===== config.mk =====
export PLATFORM = sky130hd
export DESIGN_NAME = fifo_wr_arbiter
export DESIGN_NICKNAME = d
export VERILOG_FILES = /design/src/rtl/fifo_wr_arbiter.sv
export SDC_FILE = /design/constraint.sdc
export NUM_CORES = 1
export LEC_CHECK = 0
export ABC_AREA = 1
export CAP_MARGIN = 20
export CORE_UTILIZATION = 41
export CTS_CLUSTER_DIAMETER = 30
export DETAILED_ROUTE_END_ITERATION = 16
export PLACE_DENSITY = 0.79
export SLEW_MARGIN = 0
export SYNTH_ARGS = -nofsm -noshare
export SYNTH_HDL_FRONTEND = slang
export SYNTH_SLANG_ARGS = --single-unit

===== constraint.sdc =====
create_clock -name wclk -period 2.1 [get_ports wclk]
set_clock_uncertainty 0.2 [all_clocks]
set_input_delay 0.42 -clock wclk [delete_from_list [all_inputs] [get_ports wclk]]
set_output_delay 0.42 -clock wclk [all_outputs]
set_load 0.01 [all_outputs]

===== src/rtl/fifo_wr_arbiter.sv =====
// fifo_wr_arbiter: round-robin burst arbiter feeding the FIFO write port through one register stage
module fifo_wr_arbiter #(
    parameter int DATA_WIDTH = 8,
    parameter int NREQ = 4,
    parameter int MAX_BURST = 4,
    localparam int GW = $clog2(NREQ)
) (
    input  logic                       wclk,
    input  logic                       reset,
    input  logic [NREQ-1:0]            req_valid,
    input  logic [NREQ-1:0]            req_last,
    input  logic [NREQ*DATA_WIDTH-1:0] req_data,
    output logic [NREQ-1:0]            req_ready,
    input  logic                       fifo_full,
    input  logic                       fifo_afull,
    output logic                       fifo_wr_en,
    output logic [DATA_WIDTH-1:0]      fifo_din,
    output logic [GW-1:0]              grant_id,
    output logic                       grant_act
);
    typedef enum logic {IDLE, BURST} state_e;
    state_e                state_q, state_d;
    logic [GW-1:0]         rr_ptr_q, gid_q, win, off, nxt_ptr;
    logic [GW:0]           sum;
    logic [NREQ-1:0]       rot;
    logic [3:0]            beat_cnt_q;
    logic                  wr_en_q, gact_q, space, xfer, done;
    logic [DATA_WIDTH-1:0] din_q, own_data;
    assign space = ~fifo_full & ~(fifo_afull & wr_en_q);
    assign xfer = (state_q == BURST) & ~reset & space & req_valid[gid_q];
    assign done = xfer & (req_last[gid_q] | (beat_cnt_q == 4'(MAX_BURST - 1)));
    assign nxt_ptr = (gid_q == GW'(NREQ - 1)) ? '0 : gid_q + GW'(1);
    // Round-robin pick: rotate requests so rr_ptr sits at bit 0, take the lowest set bit
    always_comb begin
        rot = NREQ'({req_valid, req_valid} >> rr_ptr_q);
        off = '0;
        for (int k = NREQ - 1; k >= 0; k--)
            if (rot[k]) off = GW'(k);
        sum = {1'b0, rr_ptr_q} + {1'b0, off};
        win = (sum >= (GW+1)'(NREQ)) ? GW'(sum - (GW+1)'(NREQ)) : sum[GW-1:0];
    end
    // Select the current owner's data slice
    always_comb begin
        own_data = '0;
        for (int k = 0; k < NREQ; k++)
            if (gid_q == GW'(k)) own_data = req_data[k*DATA_WIDTH +: DATA_WIDTH];
    end
    // FSM state register
    always_ff @(posedge wclk) begin
        if (reset) state_q <= IDLE;
        else state_q <= state_d;
    end
    // FSM next state: one arbitration cycle, then burst until last beat or beat limit
    always_comb begin
        state_d = (state_q == IDLE) ? ((|req_valid) ? BURST : IDLE) : (done ? IDLE : BURST);
    end
    // FSM outputs: only the owner sees ready, gated by FIFO space and reset
    always_comb begin
        req_ready = '0;
        for (int k = 0; k < NREQ; k++)
            req_ready[k] = (state_q == BURST) & ~reset & space & (gid_q == GW'(k));
    end
    // Registered write stage, grant bookkeeping and round-robin pointer
    always_ff @(posedge wclk) begin
        if (reset) begin
            rr_ptr_q   <= '0;
            gid_q      <= '0;
            gact_q     <= 1'b0;
            beat_cnt_q <= '0;
            wr_en_q    <= 1'b0;
            din_q      <= '0;
        end else begin
            wr_en_q <= xfer;
            if (xfer) begin
                din_q      <= own_data;
                beat_cnt_q <= beat_cnt_q + 4'd1;
            end
            if (state_q == IDLE && |req_valid) begin
                gid_q      <= win;
                gact_q     <= 1'b1;
                beat_cnt_q <= '0;
            end
            if (done) begin
                gact_q   <= 1'b0;
                rr_ptr_q <= nxt_ptr;
            end
        end
    end
    assign fifo_wr_en = wr_en_q;
    assign fifo_din   = din_q;
    assign grant_id   = gid_q;
    assign grant_act  = gact_q;
endmodule


---- After elaboration in Yosys (flattened, before gate mapping) ----
Index checks and enable logic that the tools add are counted.
storage, ports and cells
  output and inout bits ................... 16
  register bits ........................... 19
  RAM bits ................................ 0
  bits of input ports ..................... 44
  bits in latches ......................... 0
  memories ................................ 0
  word-level logic and storage cells ...... 55
  memory bits (read-only) ................. 0
operators by class
  equal/unequal tests ..................... 4
  shifts and indexed selects .............. 1
  multiplexer cells ....................... 17
  div/mod/pow operators ................... 0
  add/sub/neg operators ................... 4
  magnitude comparators ................... 2
  reduce and logical (&&, ||, !) cells .... 5
  bitwise gates (word level) .............. 15
  multiply operators ...................... 0
operator list
  kind                                                number
  two-way mux 8 bit                                   4
  two-way mux 2 bit                                   6
  AND 1 bit                                           10
  right shift 8 x 2 -> 4 bit                          1
  two-way mux 1 bit                                   5
  adder 4 x 1 -> 4 bit, second input constant         1
  binary-select mux 1 bit (select 2 bit)              2
  == test 2 bit, second input constant                2
  == test 4 x 2 -> 1 bit, second input constant       1
  NOT 1 bit                                           4
  OR reduction 2 bit                                  2
  OR reduction 4 bit                                  1
  adder 2 x 2 -> 3 bit                                1
  >= comparator 3 bit, second input constant          1
  < comparator 2 x 3 -> 1 bit, second input constant  1
  adder 2 x 1 -> 2 bit, second input constant         1
  == test 2 x 1 -> 1 bit, second input constant       1
  logical NOT 2 bit                                   1
  subtractor 2 x 1 -> 2 bit, second input constant    1
  logical AND 1 bit                                   1
  bitwise OR 1 bit                                    1

---- Depth between registers and ports, before layout ----
  depth in word-level cells ............... 8
  depth in mapped cells ................... 13
  depth with buffers taken out ............ 13

---- Worst setup path after synthesis ----
OpenSTA, ideal clock, no wires.
  path kind ............................... flip-flop to output port
  from .................................... reg gid_q[0] (netlist: grant_id[0])
  to ...................................... out req_ready[3]
  buffers on the path ..................... 2
  setup slack ............................. 0.053 ns
  cell stages (with the launch flop) ...... 6
  arrival time ............................ 1.427 ns
  required time ........................... 1.480 ns
  cells stage by stage .................... dfxtp_1 ha_1 clkbuf_1 clkbuf_1 inv_1 nor2_1
on the way
  word-level cells in the longest chain between the ends .. 2
RTL lines
  item                    RTL line  source
  from (decl)             23        logic [GW-1:0] rr_ptr_q, gid_q, win, off, nxt_ptr;
  from (signal assigned)  79        gid_q <= win;
  == test 2 bit           61        req_ready[k] = (state_q == BURST) & ~reset & space & (gid_q == GW'(k));
  AND 1 bit               61
  to (decl)               13        output logic [NREQ-1:0] req_ready,
Every way passes these cells.

---- Worst setup path after layout ----
  from .................................... reg gid_q[0] (netlist: grant_id[0])
  to ...................................... out grant_id[0]
RTL lines
  item       RTL line  source
  to (decl)  18        output logic [GW-1:0] grant_id,
No word-level cell between the ends.

==> flow_summary_export.csv <==
group,metric,value,unit
sta,period_needed,2.058,ns
drt,ratio_of_routed_vias_to_standard_cells,4.714,
cts,cts-buffers-inserted,3,
critical_path,critical_path.reg2reg.startpoint,"grant_id[1]",
cts,worst_setup_hold_path_clk_slew,0.11,ns
drt,postRouteAntennaNets,0,
die,core_area,0.003053,mm²
placed_design,post-dp-hpwl,2922,µm
critical_path,register_to_register_path_depth,10,
synthesis,post_synth_main_area_contributors,"dfxtp_1 29%, nand2_1 22%, o21ai_0 6.8%",
layout,nets,332,
placed_design,port-buffer-count,59,
die,floorplan.die.width,58.88,µm
global_route,grt_pass1_vias,1267,
critical_path,critical_path.startpoint_type,"flop",
sta,worst-slew-pin-transition,0.2731,ns
hold_path,hold_end,"fifo_din[0]",
global_route,met1_usage,31.93,%
synthesis,ys_async_sr_fraction,0,%
power,cellPowerDensity,497.0,mW/mm²
synthesis,cells_after_synthesis,213,
placed_design,place.detailed.instances,319,
critical_path,critical_path_required,1.48,ns
synthesis,yosys-top-cells-count,"78 x nand2_1, 19 x dfxtp_1, 18 x o21ai_0",
synthesis,synth-warning-count,0,
die,ios,60,
layout,antenna_cells_inserted,0,
sta,achievable_freq,485.9,MHz
drt,dr_drc_count,0,
synthesis,post-synth-top-area-cell,"dfxtp_1",
synthesis,ys_types,26,
layout,layout.core_utilization,67.70,%
global_route,top_usage_layer,"met1",
critical_path,timing.rr.end,"fifo_din[3]",
sta,rsz0062_at_grt,"yes",
power,irDropWorstVdd,0.3324,mV
drt,dr.first_iter.drc_count,137,
die,dieHeight,58.88,µm
layout,post_route_cells_drive_above_1_share,14.59,%
cts,clkLatencyLatePin,0.30,ns
cts,clk_root_buffer_cell,"clkbuf_4",
synthesis,synth_area,0.001326,mm²
critical_path,crit_slowest_cell,"clkdlybuf4s50_1",
synthesis,synth.top_cell.area_share,28.68,%
global_route,grt_pass1_wl,5637,µm
synthesis,most_frequent_cell_after_synthesis,"nand2_1",
cts,clock_tree_from_tritoncts,"yes",
drt,vias,1532,
die,initial_standard_cell_utilization_of_the_core,43.44,%
critical_path,crit_path_max_fanout,6,
die,placementRows,20,
synthesis,synthFlopType,"dfxtp_1",
layout,layoutNonFillerInstCount,325,
critical_path,arrival,1.44,ns
cts,tritoncts_num_sinks,19,
sta,timing.slew.headroom,81.77,%
sta,min_period_over_period,97.99,%
synthesis,synth-seq-area-share,28.68,%
global_route,antenna_found_initial,0,
layout,flow.area_growth_from_synthesis,55.85,%
cts,htree_num_levels,1,
drt,route.final.wire_length,3746,µm
global_route,groute.layer.met3.usage,2.637,%
critical_path,cp_cell_sequence,"buf_4, clkdlybuf4s50_1",
critical_path,crit_path_end_kind,"output pin",
sta,hold_viol_final,0,
hold_path,hold-path-cell-count,2,
critical_path,cp_top_family,"buffers and inverters",
hold_path,worstHoldPathType,"flop to flop",
cts,clock_path_buffers,2,
sta,slew_violations,0,
synthesis,post_syn_nets,263,
sta,setup_viol_count_final,0,
critical_path,cpPeakStageDelay,0.53,ns
synthesis,number_of_enable_flip_flop_cells_after_synthesis,0,
synthesis,ys_seq_elements,19,
layout,final.fill_count,273,
global_route,grt_start_max_net_pins,18,
die,die_area,0.003466,mm²
hold_path,hp-start,"fifo_din[0]",
critical_path,setup.worst_path.class,"flop to output pin",
power,power.leakage,0.9153,nW
critical_path,path_buf_inv,2,
global_route,remaining_global_route_overflow,0,
run,drv.max_cap_violation_count,0,
drt,drt_pre_antenna_iters,4,
global_route,track_usage,21.67,%
synthesis,avgSynthCellArea,6.227,µm²
run_status,status,"finished, final reports clean",
global_route,global_route.usage.met2,30.36,%
critical_path,regToRegSetupSlack,0.15,ns
drt,wire_per_inst,11.53,µm
placed_design,final_weighted_congestion_in_routability_driven_placement,0.8867,
-- registers in the layout (all words and copies together), names as in the netlist --
signal and count:
fifo_wr_en 1, state_q 1, rr_ptr_q 2, grant_act 1
beat_cnt_q 4, fifo_din 8, grant_id 2
-- stage by stage --
step	hold WS (ns)	area [µm²]	power, mW	setup slack, ns	setup TNS [ns]
after global routing	0.2989	2067	1.100	-0.01676	-0.04589
after CTS	0.2728	2039	1.022	0.02121	0
after global placement	0.2500	2018	0.8319	-0.3458	-1.651
final	0.2725	2067	1.027	0.04216	0
after floorplan	0.2604	1326	0.6409	0.05261	0
after detailed placement	0.2573	2018	0.8354	-0.3806	-1.796
-- cell families after synthesis --
kind of cell               count (synthesis)  synth area share (%)
xor gates and xnor gates                   3                 1.981
buffers and inverters                     28                 9.528
AOI/OAI and AO/OA                         45                 19.15
adders and majority gates                  6                 5.660
DFF                                       19                 28.68
and+or+nand+nor                          112                 35.00
-- layout make-up --
class                           instances  area [µm²]  share of cell area [%]
Sequential cell                        19       382.9                   18.52
Clock buffer                            3       22.52                   1.090
Multi-Input combinational cell        166       839.6                   40.62
Tap cell                               44       55.05                   2.663
Timing Repair Buffer                   72       684.4                   33.11
Inverter                               20       77.57                   3.753
Clock inverter                          1       5.005                  0.2421
-- per-layer routing --
| layer | part of all wire (%) | vias up |
|---|---|---|
| li1 | - | 821 |
| met1 | 51 | 642 |
| met2 | 39 | 62 |
| met3 | 7.7 | 7 |
| met4 | 2.4 | 0 |
| met5 | 0 | - |
-- worst max-delay path by stage --
stage | cells after the start | end | start
6_report | 2 | grant_id[0] | grant_id[0]
5_1_grt | 6 | req_ready[2] | fifo_full
4_1_cts | 6 | req_ready[2] | fifo_afull
3_5_place_dp | 5 | req_ready[0] | reset
3_3_place_gp | 5 | req_ready[2] | reset
2_1_floorplan | 5 | req_ready[3] | grant_id[0]
-- cells in the final DEF, fill, tap and decap left out, drive strengths merged --
master,n
xor2,1
inv,20
xnor2,2
dlygate4sd2,1
buf,17
o21ai,20
dfxtp,19
a21boi,1
or2,1
clkdlybuf4s50,52
nor2,13
nor3,1
o211ai,1
clkinv,1
o22ai,1
nand3,16
clkbuf,3
a21oi,22
dlymetal6s2s,2
ha,6
nand4,1
nand2,80
-- worst register-to-register path, delay by kind of cell (launching register included) --
family / cells / cell delay, ns
buf+inv: 2 / 0.29
simple gates: 4 / 0.40
flops: 1 / 0.38
compound gates: 3 / 0.41
fa+ha+maj: 1 / 0.22
-- power by group --
part,total (mW),internal (mW),switching (mW),leakage (nW)
Clock,0.185,0.0711,0.114,0.0177
Sequential,0.399,0.382,0.0174,0.155
Combinational,0.443,0.217,0.226,0.742
Total,1.03,0.670,0.357,0.915
-- repair_timing --
action	CTS	global route
resized for setup	17	15
buffers inserted	2	0
endpoints found under the setup margin	4	13
hold endpoints to repair	0	0
pin swaps	4	3
hold buffers	0	0
No activity file was read; power rests on OpenSTA's default activity.
